$ cat src/rtl/shift_pkg.sv
// -----------------------------------------------------------------------------
// shift_pkg
//
// Shared types and elaboration helpers for the pipelined shift/rotate unit.
//   shift_op_e       : operation encoding carried on in_op (3 bits, 101..111
//                      are reserved and produce a zero result)
//   fill_e           : what enters at the MSB end while shifting right
//   levels_per_stage : shift levels handled by each register stage
//   stage_levels     : levels actually owned by stage k (can be 0 for the
//                      trailing stages of a deep pipe)
//   is_left          : ops executed as reverse / shift right / reverse
//   is_known_op      : false for reserved encodings
//   fill_of          : fill mode implied by an op
// -----------------------------------------------------------------------------
package shift_pkg;

  localparam int OP_W = 3;

  typedef enum logic [OP_W-1:0] {
    OP_SLL = 3'b000,
    OP_SRL = 3'b001,
    OP_SRA = 3'b010,
    OP_ROL = 3'b011,
    OP_ROR = 3'b100
  } shift_op_e;

  typedef enum logic [1:0] {
    FILL_ZERO,
    FILL_SIGN,
    FILL_ROT
  } fill_e;

  // ceil(log2(xlen) / pipe); guarded so a bad pipe value reaches the
  // parameter check instead of dividing by zero.
  function automatic int levels_per_stage(input int xlen, input int pipe);
    if (pipe < 1) return 1;
    return ($clog2(xlen) + pipe - 1) / pipe;
  endfunction

  // Number of levels stage k applies: [k*C, min((k+1)*C, L)).
  function automatic int stage_levels(input int xlen, input int pipe, input int k);
    int c;
    int lo;
    int hi;
    c  = levels_per_stage(xlen, pipe);
    lo = k * c;
    hi = (k + 1) * c;
    if (hi > $clog2(xlen)) hi = $clog2(xlen);
    return (hi > lo) ? (hi - lo) : 0;
  endfunction

  function automatic logic is_left(input logic [OP_W-1:0] op);
    return (op == OP_SLL) || (op == OP_ROL);
  endfunction

  function automatic logic is_known_op(input logic [OP_W-1:0] op);
    return op <= OP_ROR;
  endfunction

  function automatic fill_e fill_of(input logic [OP_W-1:0] op);
    case (op)
      OP_SRA:         return FILL_SIGN;
      OP_ROL, OP_ROR: return FILL_ROT;
      default:        return FILL_ZERO;
    endcase
  endfunction

endpackage

$ cat src/rtl/shift_stage.sv
// -----------------------------------------------------------------------------
// shift_stage
//
// One register stage of the shift pipe. Applies right-shift levels
// FIRST_LVL .. FIRST_LVL+NUM_LVL-1 (distances 2**lvl) to in_data, selected by
// the matching in_shamt bits, with the fill implied by in_op. The result and
// its side-band (tag, op, word flag, shamt) are registered when the stage
// advances.
//
// Ports
//   clk, rst_n      clock, asynchronous active-low reset
//   flush           synchronous kill; stage ends empty
//   in_valid        upstream has an entry for this stage
//   in_ready        this stage can take an entry this cycle
//   in_data/tag/op/word/shamt   upstream entry
//   out_valid       this stage holds an entry
//   out_ready       downstream takes the entry this cycle
//   out_data/tag/op/word/shamt  registered entry
// -----------------------------------------------------------------------------
module shift_stage
  import shift_pkg::*;
#(
  parameter int XLEN      = 32,
  parameter int TAG_W     = 5,
  parameter int FIRST_LVL = 0,
  parameter int NUM_LVL   = 1
) (
  input  logic                       clk,
  input  logic                       rst_n,
  input  logic                       flush,
  input  logic                       in_valid,
  output logic                       in_ready,
  input  logic [XLEN-1:0]            in_data,
  input  logic [TAG_W-1:0]           in_tag,
  input  logic [OP_W-1:0]            in_op,
  input  logic                       in_word,
  input  logic [$clog2(XLEN)-1:0]    in_shamt,
  output logic                       out_valid,
  input  logic                       out_ready,
  output logic [XLEN-1:0]            out_data,
  output logic [TAG_W-1:0]           out_tag,
  output logic [OP_W-1:0]            out_op,
  output logic                       out_word,
  output logic [$clog2(XLEN)-1:0]    out_shamt
);

  logic [XLEN-1:0] shifted;
  logic            load;

  if (NUM_LVL == 0) begin : g_pass
    // Deep pipes leave trailing stages with no levels; they only retime.
    assign shifted = in_data;
  end else begin : g_shift
    fill_e           fill;
    logic [XLEN-1:0] lvl_data [NUM_LVL+1];

    assign fill        = fill_of(in_op);
    assign lvl_data[0] = in_data;

    for (genvar i = 0; i < NUM_LVL; i++) begin : g_lvl
      localparam int AMT = 1 << (FIRST_LVL + i);
      logic [AMT-1:0] fill_bits;

      // NOTE: every branch assigns fill_bits (default included), so this
      // stays pure combinational logic and no latch is inferred.
      always_comb begin
        case (fill)
          // Arithmetic right shifts keep the MSB equal to the original sign
          // bit, so the current MSB is the sign of the pre-processed operand.
          FILL_SIGN: fill_bits = {AMT{lvl_data[i][XLEN-1]}};
          FILL_ROT:  fill_bits = lvl_data[i][AMT-1:0];
          default:   fill_bits = '0;
        endcase
      end

      assign lvl_data[i+1] = in_shamt[FIRST_LVL+i]
                           ? {fill_bits, lvl_data[i][XLEN-1:AMT]}
                           : lvl_data[i];
    end

    assign shifted = lvl_data[NUM_LVL];
  end

  // Ready only looks at our own valid bit and downstream ready, so there is no
  // combinational path from in_valid back to in_ready.
  assign in_ready = !out_valid || out_ready;
  assign load     = in_valid && in_ready && !flush;

  // NOTE: sequential state uses non-blocking assignments so every stage
  // samples its neighbours' pre-edge values, whatever the evaluation order.
  always_ff @(posedge clk or negedge rst_n) begin
    if (!rst_n) begin
      out_valid <= 1'b0;
    end else if (flush) begin
      out_valid <= 1'b0;
    end else if (in_ready) begin
      out_valid <= in_valid;
    end
  end

  // NOTE: the payload registers are reset too, because the last stage drives
  // out_data/out_tag directly and those must read zero while in reset.
  always_ff @(posedge clk or negedge rst_n) begin
    if (!rst_n) begin
      out_data  <= '0;
      out_tag   <= '0;
      out_op    <= '0;
      out_word  <= 1'b0;
      out_shamt <= '0;
    end else if (load) begin
      out_data  <= shifted;
      out_tag   <= in_tag;
      out_op    <= in_op;
      out_word  <= in_word;
      out_shamt <= in_shamt;
    end
  end

endmodule

$ cat src/rtl/shift_pipe.sv
// -----------------------------------------------------------------------------
// shift_pipe
//
// Pipelined shift/rotate unit (SLL, SRL, SRA, ROL, ROR) with RV64 word mode,
// PIPE register stages and a valid/ready handshake with flush. One operation
// per cycle, results in order, latency PIPE cycles from acceptance.
//
// Datapath: entry pre-processing (word extension, bit reversal for left ops,
// zeroing of reserved ops) -> PIPE shift_stage instances each owning a slice
// of the log2(XLEN) right-shift levels -> exit post-processing (bit reversal
// for left ops, sign extension of word results).
//
// Ports
//   clk, rst_n            clock, asynchronous active-low reset
//   flush                 kill all in-flight ops at the next edge
//   in_valid/in_ready     input handshake
//   in_op                 000 SLL, 001 SRL, 010 SRA, 011 ROL, 100 ROR
//   in_word               *W semantics (XLEN=64 only)
//   in_shamt              shift amount
//   in_data, in_tag       operand and passthrough tag
//   out_valid/out_ready   output handshake
//   out_data, out_tag     result and its tag
// -----------------------------------------------------------------------------
module shift_pipe
  import shift_pkg::*;
#(
  parameter int XLEN  = 32,
  parameter int PIPE  = 2,
  parameter int TAG_W = 5
) (
  input  logic                    clk,
  input  logic                    rst_n,
  input  logic                    flush,
  input  logic                    in_valid,
  output logic                    in_ready,
  input  logic [OP_W-1:0]         in_op,
  input  logic                    in_word,
  input  logic [$clog2(XLEN)-1:0] in_shamt,
  input  logic [XLEN-1:0]         in_data,
  input  logic [TAG_W-1:0]        in_tag,
  output logic                    out_valid,
  input  logic                    out_ready,
  output logic [XLEN-1:0]         out_data,
  output logic [TAG_W-1:0]        out_tag
);

  localparam int SHAMT_W = $clog2(XLEN);
  localparam int C       = levels_per_stage(XLEN, PIPE);

  if (!(XLEN == 32 || XLEN == 64)) begin : g_bad_xlen
    $error("shift_pipe: XLEN must be 32 or 64");
  end
  if (PIPE < 1 || PIPE > SHAMT_W) begin : g_bad_pipe
    $error("shift_pipe: PIPE must be in 1..log2(XLEN)");
  end

  // Stage chain; index 0 is the pre-processed input, index PIPE the last
  // stage's registers.
  logic [XLEN-1:0]    st_data  [PIPE+1];
  logic [TAG_W-1:0]   st_tag   [PIPE+1];
  logic [OP_W-1:0]    st_op    [PIPE+1];
  logic               st_word  [PIPE+1];
  logic [SHAMT_W-1:0] st_shamt [PIPE+1];
  logic               st_valid [PIPE+1];
  logic               st_ready [PIPE+1];

  // ---------------------------------------------------------------------------
  // Entry pre-processing
  // ---------------------------------------------------------------------------
  logic [XLEN-1:0]    word_data;
  logic               word_en;
  logic [XLEN-1:0]    sel_data;
  logic [XLEN-1:0]    entry_data;
  logic [SHAMT_W-1:0] entry_shamt;

  if (XLEN == 64) begin : g_word
    // Arrange the low word so a plain 64-bit shift yields the *W result in
    // the low 32 bits; rotates see two copies so wrapped bits are correct.
    always_comb begin
      case (in_op)
        OP_SRL:         word_data = {32'b0, in_data[31:0]};
        OP_SRA:         word_data = {{32{in_data[31]}}, in_data[31:0]};
        OP_ROL, OP_ROR: word_data = {2{in_data[31:0]}};
        default:        word_data = in_data;
      endcase
    end
    assign word_en = in_word;
  end else begin : g_noword
    assign word_data = in_data;
    assign word_en   = 1'b0;
  end

  always_comb begin
    sel_data   = word_en ? word_data : in_data;
    entry_data = sel_data;
    if (is_left(in_op)) begin
      for (int i = 0; i < XLEN; i++) entry_data[i] = sel_data[XLEN-1-i];
    end
    // Reserved ops travel as a zero operand with zero fill: result is 0.
    if (!is_known_op(in_op)) entry_data = '0;
    entry_shamt = word_en ? (in_shamt & SHAMT_W'(31)) : in_shamt;
  end

  assign st_data[0]  = entry_data;
  assign st_tag[0]   = in_tag;
  assign st_op[0]    = in_op;
  assign st_word[0]  = word_en;
  assign st_shamt[0] = entry_shamt;
  assign st_valid[0] = in_valid;

  // ---------------------------------------------------------------------------
  // Register stages
  // ---------------------------------------------------------------------------
  for (genvar k = 0; k < PIPE; k++) begin : g_stage
    shift_stage #(
      .XLEN      (XLEN),
      .TAG_W     (TAG_W),
      .FIRST_LVL (k * C),
      .NUM_LVL   (stage_levels(XLEN, PIPE, k))
    ) u_stage (
      .clk       (clk),
      .rst_n     (rst_n),
      .flush     (flush),
      .in_valid  (st_valid[k]),
      .in_ready  (st_ready[k]),
      .in_data   (st_data[k]),
      .in_tag    (st_tag[k]),
      .in_op     (st_op[k]),
      .in_word   (st_word[k]),
      .in_shamt  (st_shamt[k]),
      .out_valid (st_valid[k+1]),
      .out_ready (st_ready[k+1]),
      .out_data  (st_data[k+1]),
      .out_tag   (st_tag[k+1]),
      .out_op    (st_op[k+1]),
      .out_word  (st_word[k+1]),
      .out_shamt (st_shamt[k+1])
    );
  end

  assign st_ready[PIPE] = out_ready;
  assign in_ready       = !flush && st_ready[0];

  // ---------------------------------------------------------------------------
  // Exit post-processing (combinational on the last stage's registers)
  // ---------------------------------------------------------------------------
  logic [XLEN-1:0] last_data;
  logic [XLEN-1:0] unrev_data;

  always_comb begin
    last_data  = st_data[PIPE];
    unrev_data = last_data;
    if (is_left(st_op[PIPE])) begin
      for (int i = 0; i < XLEN; i++) unrev_data[i] = last_data[XLEN-1-i];
    end
  end

  if (XLEN == 64) begin : g_sext
    assign out_data = st_word[PIPE] ? {{32{unrev_data[31]}}, unrev_data[31:0]}
                                    : unrev_data;
  end else begin : g_nosext
    assign out_data = unrev_data;
  end

  assign out_valid = st_valid[PIPE];
  assign out_tag   = st_tag[PIPE];

  // The last stage's shamt has no consumer, and word mode is inert at XLEN=32.
  logic unused_bits;
  assign unused_bits = ^{st_shamt[PIPE], st_word[PIPE], in_word};

endmodule

$ cat config.mk
export PLATFORM = sky130hd
export DESIGN_NAME = shift_pipe
export DESIGN_NICKNAME = d
export VERILOG_FILES = /design/src/rtl/shift_pkg.sv /design/src/rtl/shift_stage.sv /design/src/rtl/shift_pipe.sv
export SDC_FILE = /design/constraint.sdc
export NUM_CORES = 1
export LEC_CHECK = 0
export CAP_MARGIN = 20
export CORE_MARGIN = 8
export CORE_UTILIZATION = 55
export CTS_BUF_LIST = sky130_fd_sc_hd__clkbuf_8
export DETAILED_ROUTE_END_ITERATION = 10
export PLACE_DENSITY = 0.78
export SETUP_SLACK_MARGIN = 0.15
export SYNTH_ARGS = -nofsm -noshare
export SYNTH_HDL_FRONTEND = slang
export SYNTH_SLANG_ARGS = --single-unit
$ cat constraint.sdc
create_clock -name clk -period 4.7 [get_ports clk]
set_input_delay 0.94 -clock clk [delete_from_list [all_inputs] [get_ports clk]]
set_output_delay 0.94 -clock clk [all_outputs]
set_load 0.01 [all_outputs]
After elaboration in Yosys (flattened, before gate mapping)
Index checks and enable logic that the tools add are counted.
{ "classes": {"n_addsub": 0, "mul": 0, "div": 0, "order_cmp": 1, "n_eq_ne": 11, "n_shift": 0, "mux": 19, "n_bitwise": 0, "reduce_logical": 18} }
{ "ops": {"columns": ["op", "count"], "rows": [
  ["$mux 32", 8],
  ["$pmux 16 s2", 1],
  ["$pmux 8 s2", 1],
  ["$eq 3x2->1 const B", 5],
  ["$pmux 2 s2", 3],
  ["$pmux 4 s2", 1],
  ["$eq 3x3->1 const B", 2],
  ["$logic_not 3->1", 2],
  ["$logic_and 1x1->1", 5],
  ["$eq 2x1->1 const B", 2],
  ["$eq 2x2->1 const B", 2],
  ["$logic_or 1x1->1", 4],
  ["$mux 1", 4],
  ["$reduce_bool 2->1", 2],
  ["$reduce_or 2->1", 2],
  ["$le 3x3->1 const B", 1],
  ["$logic_not 1->1", 3],
  ["$pmux 1 s2", 1]
]} }
{ "totals": {"register_bits": 87, "latch_bits": 0, "ramBits": 0, "mem_bits_ro": 0, "in_bits": 51, "output_inout_bits": 39, "word_cells": 58, "memories": 0} }

Logic depth before layout (Yosys ltp)
{ "depth": {"word_depth": 10, "mapped_depth": 13, "mapped_depth_nobuf": 11} }

Cells and area by module
A second synthesis with hierarchy kept.
{ "hier_totals": {"hier_cells": 713, "hier_area_um2": 6945.4} }
{ "modules_own_cells": {"columns": ["mod", "instances", "cells_each", "area_each_um2", "seq_area_each_um2"], "rows": [
  ["shift_stage (g_stage[0].u_stage)", 1, 284, 3067.9, 1176.1],
  ["shift_stage (g_stage[1].u_stage)", 1, 283, 2797.7, 1176.1],
  ["shift_pipe", 1, 146, 1079.8, 0.0]
]} }

Worst setup path before layout
OpenSTA, ideal clock, no wires.
{ "synth_timing": {"kind": "input -> register", "start": "input in_op[0]", "end": "register g_stage[0].u_stage.out_data[30]", "setup_time_ps": 129, "arrival_time_ps": 3190, "t_required_ps": 4571, "slack_ps": 1381, "stages": 13, "path_buffers": 4, "path_cell_list": "buf_6 -> buf_2 -> clkbuf_1 -> nand2_1 -> o21bai_1 -> ha_1 -> nand2b_1 -> clkbuf_1 -> nand3b_1 -> o22ai_1 -> a2111oi_0 -> nor2_1 -> a2111o_1"} }
{ "synth_between": {"elab_chain_len": 10, "elab_cells_between_ends": 18, "cone_classes": "order compare (1); eq/ne (5); mux (9); reduce/logical (3)"} }
{ "synth_lines": {"columns": ["element", "line", "source"], "rows": [
  ["from (decl)", "shift_pipe.sv:36", "input logic [OP_W-1:0] in_op,"],
  ["$eq 3x2->1, or another cell as far along", "shift_pkg.sv:53, shift_pkg.sv:61", null],
  ["$reduce_or 2->1 or $logic_or 1x1->1 (tied branches)", "shift_pkg.sv:61, shift_pkg.sv:53", null],
  ["$pmux 2 s2 or $mux 32 (tied branches)", "shift_pkg.sv:61, shift_pipe.sv:96", null],
  ["$eq 2x2->1, or another cell as far along", "shift_stage.sv:67", "case (fill)"],
  ["$pmux 1 s2", "shift_stage.sv:67", null],
  ["$mux 32", "shift_stage.sv:77", "? {fill_bits, lvl_data[i][XLEN-1:AMT]}"],
  ["$pmux 2 s2", "shift_stage.sv:67", null],
  ["$mux 32", "shift_stage.sv:77", null],
  ["$pmux 4 s2", "shift_stage.sv:67", null],
  ["$mux 32 (*)", "shift_stage.sv:77", null],
  ["to (signal assigned)", "shift_stage.sv:111", "out_data <= shifted;"],
  ["to (decl)", "shift_stage.sv:40", "output logic [XLEN-1:0] out_data,"]
]} }
Every way passes the cells marked *; elsewhere a longest branch is shown, timed or not.
A chain may end at the register's enable or synchronous reset.

Final worst setup path
{ "layout_timing": {"start": "input in_op[2]", "end": "register g_stage[0].u_stage.out_data[30]"} }
The elaborated chain is that of the path after synthesis.

==> metrics.txt <==
r2r endpoint=g_stage[1].u_stage.out_data[27]; nets=a little over 800; Worst setup SP type=primary input; Final Wtd Congestion=0.911; register area share after synthesis=31.9%; Post-synth EDFFs=0; Final Cell Area=a little under 8000 µm²; Total Power=2840 µW; Register Area=between 2000 and 2500 µm²; Clock Latency Late Sink=360 ps; Avg WL per Cell=between 15 and 20 µm; Multi-input gate area=4210 µm²; post-synth net total=around 760; Core Rows=40; RSZ-0062 raised after global routing=false; Yosys warning total=0; max-slew violation count=0; First DRT Iteration DRCs=447; synthesized instance count=702; Worst Path Class, Setup=in -> reg; Cell variety after synth=between 50 and 60; Reg2Reg Setup Slack=2030 ps; P&R area growth vs syn=17.6%; setup violators final=0; Final Skew=around 15 ps; Slew headroom=52.2%; Worst setup EP type=register; WP data required=4950 ps; ant diodes=0; final WL=17.8 mm; CTS H-tree lvls=3; fin crit share=78.3%; min cycle time layout=3680 ps; Post-DP HPWL=13.3 mm; GRT overflow=0; Chip Height=125 µm; initial antenna violation count=0; CTS Sinks=between 80 and 90; DRC=0; Overall Global Routing Usage=between 20% and 30%; async set-reset flop share out of synthesis=100%; die area=between 15000 and 20000 µm²; Worst VDD drop=between 0.00015 and 0.0002 V; CP arrival=3930 ps; Detailed Routing Iterations Pass 1=6; R2R depth=12; I/O pin cnt=90; Synth Register Bits=84; vias in the first global route=between 5000 and 6000; Final Hold Viols=0; wire length of the first global-routing pass=29.5 mm; slew of the pin with the lowest slew margin=713 ps; I/O Buffers=88; Clock Tree Buf Depth=2; Post-CTS Resized=0; Most used DFF post-synth=dfrtp_1; RR Startpoint=g_stage[0].u_stage.out_op[0]; largest net degree at the start of global routing=85; setup TNS=0 ps; via count=5941; hold buffer count at CTS=0; initial core utilization=55.6%; Pleak=~0.0032 µW; max-cap check violation count=0; core area=11900 µm²; Cell Pwr Density=~370 nW/µm²; Inserted Clock Buffers=9; clock root cell=clkbuf_8; Syn Area/Cell=9.39 µm²; CTS tree=yes; crit path max fanout=10; Area after DPL=7530 µm²; Fmax=272 MHz; Post-CTS Setup Repair Bufs=0; Mapped Area=6590 µm²; final antenna-violating net count=0; Clock transition at path regs=100 ps; Hold Crit Class=in -> async; Layout fillers=a little under 1000; share of post-route cells with drive strength above 1=between 20% and 30%; routed vias/inst=6.55; status=finished clean; die width=125 µm
[synthesized netlist by cell type (5+ instances only)]
cell,number,area [µm²]
a221o_1,11,110
o22ai_1,13,81.3
nand2b_1,7,43.8
nor2_1,58,218
a22oi_1,6,45.0
nand3_1,5,25.0
clkbuf_1,55,206
a221oi_1,24,210
nand2_1,65,244
a21oi_1,53,265
dfrtp_1,84,2100
inv_1,8,30.0
nor4bb_1,21,210
a222oi_1,8,80.1
mux2_2,119,1340
a211oi_1,6,45.0
nor3_1,10,50.1
mux2i_1,44,440
o22a_1,9,78.8
buf_1,7,26.3
o21ai_0,16,80.1
o221ai_1,7,61.3
[area by class of cell]
| type | instances | area share (%) |
|---|---|---|
| clock inverters | 7 | 0.855 |
| clock buffers | 9 | 1.60 |
| multi-input cells | 543 | 54.2 |
| well taps | 147 | 2.37 |
| flip-flops and latches | 84 | 27.1 |
| repair buffers | 107 | 13.4 |
| inverters | 10 | 0.484 |
[layer usage]
metal / global-route usage [%] / routed length (µm)
met1: 28.7 / 7590
met2: 36.6 / 8650
met3: 4.25 / 1030
met4: 8.60 / 492
met5: 0 / 0
[stage by stage]
step                      worst slack [ps]  instances  hold slack [ps]  util, %
final                                 1020        907              416     65.4
after global routing                   800        907              406     65.4
after CTS                             1090        905              500     65.1
after detailed placement               715        889              474     63.5
after global placement                 841        889              455     63.5
after floorplan                       1380        702              442        -
[cells in the final DEF (no fill, tap or decap), drive strengths merged, types with 4 or more instances in the layout]
cell,synthesis,final
o22ai,13,13
a222oi,8,8
mux2i,44,44
nor3,10,10
nand3,5,5
dfrtp,84,84
inv,8,12
nor4bb,21,21
o21ai,16,16
nor2b,4,4
clkdlybuf4s50,0,86
o221ai,7,7
nand2b,7,7
buf,10,21
a221oi,24,24
mux2,120,120
and2,4,4
nand2,65,65
a221o,11,11
a22oi,6,6
clkbuf,55,9
a21oi,53,53
o22a,9,9
ha,4,4
a211oi,6,6
a2111oi,4,4
nor2,58,58
[flip-flops by register name, indices dropped and copies added, names as in the netlist]
signal and flops:
g_stage.u_stage.out_valid 2, g_stage.u_stage.out_op 6, g_stage.u_stage.out_shamt 2, g_stage.u_stage.out_tag 10, g_stage.u_stage.out_data 64
[critical path: stages]
cell and delay (ps):
clkdlybuf4s50_1 470, nor3b_2 600, o21bai_1 230, ha_1 220, nand2b_1 310, nand3b_1 180
o22ai_1 90, a2111oi_0 490, nor2_1 90, a2111o_1 310
[power breakdown]
part | internal, µW | switching [µW]
Combinational | 729 | 600
Sequential | 880 | 131
Clock | 205 | 290
Total | 1810 | 1020
[cells by family (layout without fill, tap and decap cells)]
| kind of cell | Yosys count | after routing | synth area share (%) |
|---|---|---|---|
| AOI/OAI and AO/OA | 179 | 179 | 19.4 |
| xor gates and xnor gates | 1 | 1 | 0.133 |
| adders and majority gates | 4 | 4 | 0.759 |
| buffers and inverters | 75 | 133 | 4.42 |
| DFF | 84 | 84 | 31.9 |
| muxes | 167 | 167 | 28.3 |
| and+or+nand+nor | 192 | 192 | 15.1 |
[worst max path at each step]
stage,start,slack (ps),to,depth (start not counted)
after CTS,in_op[2],1090,g_stage[0].u_stage.out_data[30],10
after global placement,in_op[1],840,g_stage[0].u_stage.out_data[30],11
after floorplan,in_op[0],1380,g_stage[0].u_stage.out_data[30],13
after detailed placement,in_op[2],720,g_stage[0].u_stage.out_data[30],10
final,in_op[2],1020,g_stage[0].u_stage.out_data[30],10
after global routing,in_op[2],800,g_stage[0].u_stage.out_data[30],10
(Power assumes the default switching activity.)
